$ cat config.mk
export PLATFORM = sky130hd
export DESIGN_NAME = axi_log_reader
export DESIGN_NICKNAME = d
export VERILOG_FILES = /design/src/rtl/axi_log_pkg.sv /design/src/rtl/log_skid_buf.sv /design/src/rtl/axi_log_reader.sv
export SDC_FILE = /design/constraint.sdc
export NUM_CORES = 1
export LEC_CHECK = 0
export ABC_AREA = 1
export BUFFER_PORTS_ARGS = -buffer_cell sky130_fd_sc_hd__buf_4
export CORE_MARGIN = 3
export CORE_UTILIZATION = 55
export DETAILED_ROUTE_END_ITERATION = 12
export GPL_TIMING_DRIVEN = 0
export PLACE_DENSITY = 0.78
export SKIP_CTS_REPAIR_TIMING = 1
export SLEW_MARGIN = 25
export SYNTH_ARGS = -nofsm -noshare
export SYNTH_HDL_FRONTEND = slang
export SYNTH_HIERARCHICAL = 1
export SYNTH_SLANG_ARGS = --single-unit
export TNS_END_PERCENT = 30
$ cat constraint.sdc
create_clock -name Clk_CI -period 8.04 [get_ports Clk_CI]
set_input_delay 2.01 -clock Clk_CI [delete_from_list [all_inputs] [get_ports Clk_CI]]
set_output_delay 2.01 -clock Clk_CI [all_outputs]
set_load 0.01 [all_outputs]
$ cat src/rtl/axi_log_pkg.sv
// -----------------------------------------------------------------------------
// axi_log_pkg
// Shared definitions for the AXI BRAM logger (writer) and the log reader.
// The packed BRAM entry layout lives here only once, so both sides agree on it:
//   [TS_LOW   +: TIMESTAMP_BITW] timestamp
//   [ADDR_LOW +: AXI_ADDR_BITW ] AXI address
//   [ID_LOW   +: AXI_ID_BITW   ] AXI ID
//   [LEN_LOW  +: AXI_LEN_BITW  ] AXI burst length
// Bits above LEN_LOW+AXI_LEN_BITW are unused by the reader.
// -----------------------------------------------------------------------------
package axi_log_pkg;

   localparam int AXI_ADDR_BITW     = 32;
   localparam int AXI_ID_BITW       = 8;
   localparam int AXI_LEN_BITW      = 8;
   localparam int TIMESTAMP_BITW    = 32;
   localparam int LOGGING_DATA_BITW = 96;
   localparam int NUM_SER_BRAMS     = 12;

   // Capacity in entries and the derived counter/index widths
   localparam int CAP      = 1024 * NUM_SER_BRAMS;
   localparam int CNT_BITW = $clog2(CAP + 1);
   localparam int IDX_BITW = $clog2(CAP);

   // Field offsets inside one BRAM word
   localparam int TS_LOW   = 0;
   localparam int ADDR_LOW = 32;
   localparam int ID_LOW   = 64;
   localparam int LEN_LOW  = ID_LOW + AXI_ID_BITW;

   typedef struct packed {
      logic [AXI_LEN_BITW-1:0]   len;
      logic [AXI_ID_BITW-1:0]    id;
      logic [AXI_ADDR_BITW-1:0]  addr;
      logic [TIMESTAMP_BITW-1:0] ts;
   } log_entry_t;

   localparam int ENTRY_BITW = $bits(log_entry_t);

   typedef enum logic [1:0] {
      IDLE = 2'd0,
      READ = 2'd1,
      DONE = 2'd2
   } state_t;

endpackage

$ cat src/rtl/log_skid_buf.sv
// -----------------------------------------------------------------------------
// log_skid_buf
// Two-entry valid/ready buffer (output register plus skid register) carrying a
// log entry and its index. Entries leave in write order.
//   Clk_CI, Rst_RBI  clock, asynchronous active-low reset
//   Flush_SI         empties both registers on the next edge (wins over writes)
//   WrEn_SI          write WrEntry_DI / WrIdx_DI this cycle
//   RdValid_SO       output register holds an entry
//   RdReady_SI       consumer takes the output entry this cycle
//   RdEntry_DO       output entry (packed log_entry_t)
//   RdIdx_DO         output entry index
//   Count_DO         number of entries held (0..2)
// The writer must not write when both registers are full and no pop happens;
// the reader's credit logic guarantees this.
// -----------------------------------------------------------------------------
module log_skid_buf
   import axi_log_pkg::*;
(
   input  logic                  Clk_CI,
   input  logic                  Rst_RBI,
   input  logic                  Flush_SI,
   input  logic                  WrEn_SI,
   input  logic [ENTRY_BITW-1:0] WrEntry_DI,
   input  logic [IDX_BITW-1:0]   WrIdx_DI,
   output logic                  RdValid_SO,
   input  logic                  RdReady_SI,
   output logic [ENTRY_BITW-1:0] RdEntry_DO,
   output logic [IDX_BITW-1:0]   RdIdx_DO,
   output logic [1:0]            Count_DO
);

   localparam int WORD_BITW = ENTRY_BITW + IDX_BITW;

   logic                 out_valid_reg, out_valid_next;
   logic                 skid_valid_reg, skid_valid_next;
   logic [WORD_BITW-1:0] out_word_reg, out_word_next;
   logic [WORD_BITW-1:0] skid_word_reg, skid_word_next;
   logic [WORD_BITW-1:0] wr_word;
   logic                 pop;

   assign wr_word = {WrIdx_DI, WrEntry_DI};
   assign pop     = out_valid_reg & RdReady_SI;

   always_comb begin
      out_valid_next  = out_valid_reg;
      out_word_next   = out_word_reg;
      skid_valid_next = skid_valid_reg;
      skid_word_next  = skid_word_reg;
      if (Flush_SI) begin
         out_valid_next  = 1'b0;
         skid_valid_next = 1'b0;
      end else if (!out_valid_reg || pop) begin
         // Output register frees up: the older skid entry moves forward first
         if (skid_valid_reg) begin
            out_valid_next  = 1'b1;
            out_word_next   = skid_word_reg;
            skid_valid_next = WrEn_SI;
            skid_word_next  = wr_word;
         end else begin
            out_valid_next = WrEn_SI;
            out_word_next  = wr_word;
         end
      end else if (WrEn_SI) begin
         skid_valid_next = 1'b1;
         skid_word_next  = wr_word;
      end
   end

   always_ff @(posedge Clk_CI or negedge Rst_RBI) begin
      if (!Rst_RBI) begin
         out_valid_reg  <= 1'b0;
         skid_valid_reg <= 1'b0;
         out_word_reg   <= '0;
         skid_word_reg  <= '0;
      end else begin
         out_valid_reg  <= out_valid_next;
         skid_valid_reg <= skid_valid_next;
         out_word_reg   <= out_word_next;
         skid_word_reg  <= skid_word_next;
      end
   end

   assign RdValid_SO = out_valid_reg;
   assign RdEntry_DO = out_word_reg[ENTRY_BITW-1:0];
   assign RdIdx_DO   = out_word_reg[WORD_BITW-1:ENTRY_BITW];
   assign Count_DO   = {1'b0, out_valid_reg} + {1'b0, skid_valid_reg};

endmodule

$ cat src/rtl/axi_log_reader.sv
// -----------------------------------------------------------------------------
// axi_log_reader
// Drains entries 0..N-1 from the logging BRAM (read port only) and presents
// them, unpacked, on a valid/ready stream.
//   Clk_CI, Rst_RBI    clock, asynchronous active-low reset
//   Start_SI           start a drain of NumEntries_DI entries (IDLE only)
//   Abort_SI           stop a drain at once, drop buffered/in-flight entries
//   Busy_SO, Done_SO   busy level; one-cycle pulse after the last handshake
//   BramEn_SO/Addr_DO  BRAM read request (address = index << 2)
//   BramRd_DI          BRAM data, one cycle after the request
//   Entry*_SO/_DI/_DO  output stream: valid, ready, index and decoded fields
// Reads are issued only while buffered plus in-flight entries (after this
// cycle's pop) stay below two, so the 2-entry buffer can never overflow and a
// consumer with ready held high still sees one entry per cycle.
// -----------------------------------------------------------------------------
module axi_log_reader
   import axi_log_pkg::*;
(
   input  logic                         Clk_CI,
   input  logic                         Rst_RBI,
   input  logic                         Start_SI,
   input  logic                         Abort_SI,
   input  logic [CNT_BITW-1:0]          NumEntries_DI,
   output logic                         Busy_SO,
   output logic                         Done_SO,
   output logic                         BramEn_SO,
   output logic [IDX_BITW+1:0]          BramAddr_DO,
   input  logic [LOGGING_DATA_BITW-1:0] BramRd_DI,
   output logic                         EntryValid_SO,
   input  logic                         EntryReady_SI,
   output logic [IDX_BITW-1:0]          EntryIdx_DO,
   output logic [TIMESTAMP_BITW-1:0]    EntryTimestamp_DO,
   output logic [AXI_ADDR_BITW-1:0]     EntryAddr_DO,
   output logic [AXI_ID_BITW-1:0]       EntryId_DO,
   output logic [AXI_LEN_BITW-1:0]      EntryLen_DO
);

   localparam logic [CNT_BITW-1:0] CAP_CNT = CNT_BITW'(CAP);
   localparam logic [CNT_BITW-1:0] ONE_CNT = CNT_BITW'(1);

   state_t                state_reg, state_next;
   logic [CNT_BITW-1:0]   total_reg, total_next;
   logic [CNT_BITW-1:0]   rd_idx_reg, rd_idx_next;
   logic [CNT_BITW-1:0]   out_cnt_reg, out_cnt_next;
   logic                  pend_reg, pend_next;
   logic [IDX_BITW-1:0]   pend_idx_reg, pend_idx_next;

   logic [CNT_BITW-1:0]   clamped_num;
   logic                  bram_en;
   logic                  flush;
   logic                  done;
   logic                  pop;
   logic [2:0]            occ;
   logic                  wr_en;
   log_entry_t            rd_entry;
   log_entry_t            buf_entry;
   logic [ENTRY_BITW-1:0] buf_word;
   logic                  buf_valid;
   logic [1:0]            buf_cnt;
   logic [IDX_BITW-1:0]   buf_idx;
   logic                  unused_bram_bits;

   assign clamped_num = (NumEntries_DI > CAP_CNT) ? CAP_CNT : NumEntries_DI;
   assign pop         = buf_valid & EntryReady_SI;
   // Entries buffered plus the one returning this cycle, net of this cycle's pop
   assign occ         = {1'b0, buf_cnt} + {2'b00, pend_reg} - {2'b00, pop};

   always_comb begin
      state_next    = state_reg;
      total_next    = total_reg;
      rd_idx_next   = rd_idx_reg;
      out_cnt_next  = out_cnt_reg;
      bram_en       = 1'b0;
      flush         = 1'b0;
      done          = 1'b0;
      case (state_reg)
         IDLE: begin
            if (Start_SI) begin
               total_next   = clamped_num;
               rd_idx_next  = '0;
               out_cnt_next = '0;
               state_next   = (clamped_num == '0) ? DONE : READ;
            end
         end
         READ: begin
            if (Abort_SI) begin
               flush      = 1'b1;
               state_next = IDLE;
            end else begin
               if ((rd_idx_reg < total_reg) && (occ < 3'd2)) begin
                  bram_en     = 1'b1;
                  rd_idx_next = rd_idx_reg + ONE_CNT;
               end
               if (pop) begin
                  out_cnt_next = out_cnt_reg + ONE_CNT;
                  if (out_cnt_reg == total_reg - ONE_CNT) begin
                     state_next = DONE;
                  end
               end
            end
         end
         DONE: begin
            state_next = IDLE;
            if (Abort_SI) begin
               flush = 1'b1;
            end else begin
               done = 1'b1;
            end
         end
         default: begin
            flush      = 1'b1;
            state_next = IDLE;
         end
      endcase
      pend_next     = bram_en;
      pend_idx_next = rd_idx_reg[IDX_BITW-1:0];
   end

   always_ff @(posedge Clk_CI or negedge Rst_RBI) begin
      if (!Rst_RBI) begin
         state_reg    <= IDLE;
         total_reg    <= '0;
         rd_idx_reg   <= '0;
         out_cnt_reg  <= '0;
         pend_reg     <= 1'b0;
         pend_idx_reg <= '0;
      end else begin
         state_reg    <= state_next;
         total_reg    <= total_next;
         rd_idx_reg   <= rd_idx_next;
         out_cnt_reg  <= out_cnt_next;
         pend_reg     <= pend_next;
         pend_idx_reg <= pend_idx_next;
      end
   end

   // Unpack the returning BRAM word; an abort discards data still in flight
   assign rd_entry.ts      = BramRd_DI[TS_LOW +: TIMESTAMP_BITW];
   assign rd_entry.addr    = BramRd_DI[ADDR_LOW +: AXI_ADDR_BITW];
   assign rd_entry.id      = BramRd_DI[ID_LOW +: AXI_ID_BITW];
   assign rd_entry.len     = BramRd_DI[LEN_LOW +: AXI_LEN_BITW];
   assign unused_bram_bits = ^BramRd_DI[LOGGING_DATA_BITW-1:LEN_LOW+AXI_LEN_BITW];
   assign wr_en            = pend_reg & ~flush;

   log_skid_buf u_skid_buf (
      .Clk_CI     (Clk_CI),
      .Rst_RBI    (Rst_RBI),
      .Flush_SI   (flush),
      .WrEn_SI    (wr_en),
      .WrEntry_DI (rd_entry),
      .WrIdx_DI   (pend_idx_reg),
      .RdValid_SO (buf_valid),
      .RdReady_SI (EntryReady_SI),
      .RdEntry_DO (buf_word),
      .RdIdx_DO   (buf_idx),
      .Count_DO   (buf_cnt)
   );

   assign buf_entry = log_entry_t'(buf_word);

   assign Busy_SO           = (state_reg != IDLE);
   assign Done_SO           = done;
   assign BramEn_SO         = bram_en;
   assign BramAddr_DO       = bram_en ? {rd_idx_reg[IDX_BITW-1:0], 2'b00} : '0;
   assign EntryValid_SO     = buf_valid;
   assign EntryIdx_DO       = buf_idx;
   assign EntryTimestamp_DO = buf_entry.ts;
   assign EntryAddr_DO      = buf_entry.addr;
   assign EntryId_DO        = buf_entry.id;
   assign EntryLen_DO       = buf_entry.len;

endmodule

==> flow_metrics.py <==
metrics = {
    "timing": {
        "maxSlewHeadroom_pct": 55.55,
        "clock_skew_ns": 0.01284,
        "tightest_slew_ns": 0.6668,
        "grt_setup_unrepaired": "no",
        "period_minus_slack_ns": 6.485,
        "hold_violations": 0,
        "finalCritPeriodShare_pct": 80.66,
        "timing.fmax_mhz": 154.2,
        "setup_violations": 0,
        "maxSlewViolCount": 0,
        "fin_setup_tns_ns": 0,
    },
    "clocking": {
        "root_buffer": "clkbuf_16",
        "clkLatencyLatePin_ns": 0.52,
        "clk_path_buf_depth": 3,
        "clk_pin_slew_ns": 0.06,
        "cts_sinks": 249,
        "cts_tree": "built",
        "cts-htree-levels": 1,
        "cts_buffers": 26,
    },
    "global_route": {
        "grt_max_degree": 88,
        "antenna_found_initial": 0,
        "grt_pass1_vias": 11370,
        "grt_usage_pct": 27.56,
        "grt_pass1_wl_um": 56200,
        "grt-ovfl-total": 0,
    },
    "worst_hold_path": {
        "hp-class": "flop to flop",
        "hold_start": "pend_idx_next[5]",
        "hold_depth": 0,
        "hold_end": "pend_idx_reg[5]",
    },
    "logic_synthesis": {
        "ys_seq_area_share_pct": 49.13,
        "synth_flop_cell": "dfrtp_1",
        "netlist_area_sq_mm": 0.01268,
        "avgSynthCellArea_sq_um": 7.654,
        "ys_seq_elements": 249,
        "synth_edf_count": 0,
        "yosysWarnings": 6,
        "async_flop_share_pct": 100.0,
        "synth_cell_type_count": 42,
        "postSynthCellCount": 1657,
    },
    "finish": {
        "diodes": 0,
        "area_growth_pct": 21.99,
        "final_util_pct": 69.60,
        "layout.nets": 2035,
        "drive_above_1_share_pct": 18.22,
    },
    "power": {
        "peakVddDrop_mv": 0.1733,
        "p_leak_uw": 0.008527,
        "p_total_uw": 5464,
        "power.density_mw_per_mm2": 353.2,
    },
    "die": {
        "start_util_pct": 57.05,
        "die_y_um": 157.9,
        "fp-row-count": 54,
        "ios": 229,
        "die_area_sq_mm": 0.02492,
        "coreArea_sq_mm": 0.02223,
        "dieWidth_um": 157.9,
    },
    "placed_design": {
        "place_congestion": 0.8965,
        "dp_hpwl_um": 25130,
        "io_buffers": 210,
    },
    "worst_setup_path": {
        "worstSetupPathType": "input pin to primary output",
        "path_max_fanout": 10,
        "rrSetupSlack_ns": 5.10,
        "end_kind": "primary output",
        "rr_startpoint": "u_skid_buf/RdValid_SO",
        "worstReg2RegEnd": "pend_idx_next[11]",
        "worst_setup_path_start_kind": "input pin",
        "worstPathArrival_ns": 4.48,
        "required_ns": 6.03,
        "reg2reg_depth": 13,
    },
    "drt": {
        "antenna_left": 0,
        "drc": 0,
        "wl_per_cell_um": 15.91,
        "vias_per_cell": 5.434,
        "routed_wl_um": 34920,
        "via_count": 11930,
        "drt_iter0_drc": 1063,
        "dr.pass1.iters": 5,
    },
    "run": {
        "cap_violations": 0,
    },
    "status": {
        "run_status": "completed",
    },
}
## cells in the mapped netlist (2+ instances only)
library cell  instances  area (sq um)
nand4_1              10         62.56
o21ai_1               3         15.01
o211ai_1              2         15.01
nand2_1             671          2519
clkbuf_1             33         123.9
buf_4                 7         52.55
o21ai_0             137         685.7
buf_6                10         112.6
nor3_1               10         50.05
a21oi_1              18         90.09
nand3b_1              2         15.01
xnor2_1               3         26.28
nor2_1               65         244.0
inv_1                74         277.8
dfrtp_1             249          6231
buf_2                55         275.3
inv_2                 2         7.510
nor2_2                3         18.77
ha_1                 21         262.8
nand3_1             231          1156
nand2_2               3         18.77
xor2_1               17         148.9
clkbuf_2              2         10.01
or2_2                11         68.82
## worst max-delay path, cell delays in order
cell,delay (ns)
buf_4,0.12
nand2_1,0.09
inv_1,0.09
ha_1,0.27
or2_2,0.31
fa_1,0.38
xor2_1,0.16
nor2_1,0.19
nand4_1,0.31
buf_2,0.28
inv_1,0.13
buf_4,0.14
## report_power, final
group | switching [uW] | total [uW] | internal, uW | leakage, uW
clock network | 467 | 1130 | 660 | 0.000389
logic | 1550 | 2470 | 914 | 0.00485
registers | 223 | 1870 | 1650 | 0.00329
total | 2240 | 5460 | 3220 | 0.00853
## worst max path at each step
stage	from	endpoint	slack (ns)	depth (start not counted)
final	EntryReady_SI	BramEn_SO	1.55	12
after global routing	EntryReady_SI	BramAddr_DO[13]	1.36	12
after CTS	EntryReady_SI	BramEn_SO	1.55	12
after detailed placement	EntryReady_SI	BramEn_SO	1.54	12
after global placement	EntryReady_SI	BramEn_SO	1.59	12
after floorplan	EntryReady_SI	BramAddr_DO[10]	2.13	10
## through the flow
step,setup slack (ns),hold WS (ns),instances,instance area (sq um)
after floorplan,2.129,0.3767,1658,12690
after global placement,1.586,0.4229,2148,14610
after detailed placement,1.545,0.4279,2150,14680
after CTS,1.546,0.4415,2195,15470
after global routing,1.358,0.4474,2195,15470
final,1.555,0.4356,2195,15470
## layout by cell type (no fill, tap or decap), types with 2 or more instances in the layout
cell,instances
inv_2,2
buf_6,10
ha_1,21
dfrtp_1,249
nand3b_1,2
clkbuf_1,44
nand4_1,10
clkinv_2,2
conb_1,2
clkbuf_8,5
a21oi_1,18
inv_1,74
xor2_1,17
o211ai_1,2
buf_16,2
o21ai_0,137
nor2_2,3
buf_4,216
o21ai_1,3
xnor2_1,3
nand2_1,671
clkbuf_2,2
or2_2,11
nor2_1,65
nor3_1,10
clkbuf_16,27
nand3_1,231
buf_2,55
nand2_2,3
## layer usage
layer | wire length, um | GRT usage [%]
met2 | 16520 | 45.19
met3 | 2207 | 3.882
met1 | 14990 | 38.26
met4 | 1201 | 8.719
met5 | 0 | 0
## cell families (layout without fill, tap and decap cells)
kind of cell / Yosys count / count (layout) / synth area share [%]
buf+inv: 184 / 441 / 6.827
flops: 249 / 249 / 49.13
other cells: 1 / 2 / 0.02957
compound gates: 165 / 165 / 6.719
xor+xnor: 21 / 21 / 1.559
fa+ha+maj: 22 / 22 / 2.230
simple gates: 1015 / 1015 / 33.50
## layout make-up
type / count / area (sq um)
Buffer: 107 / 574.3
Timing Repair Buffer: 212 / 1639
Clock inverter: 2 / 10.01
Sequential cell: 249 / 6231
Clock buffer: 43 / 785.8
Fill cell: 1856 / 6758
Tap cell: 280 / 350.3
Multi-Input combinational cell: 1225 / 5589
Inverter: 77 / 291.5
No activity file was read; power rests on OpenSTA's default activity.
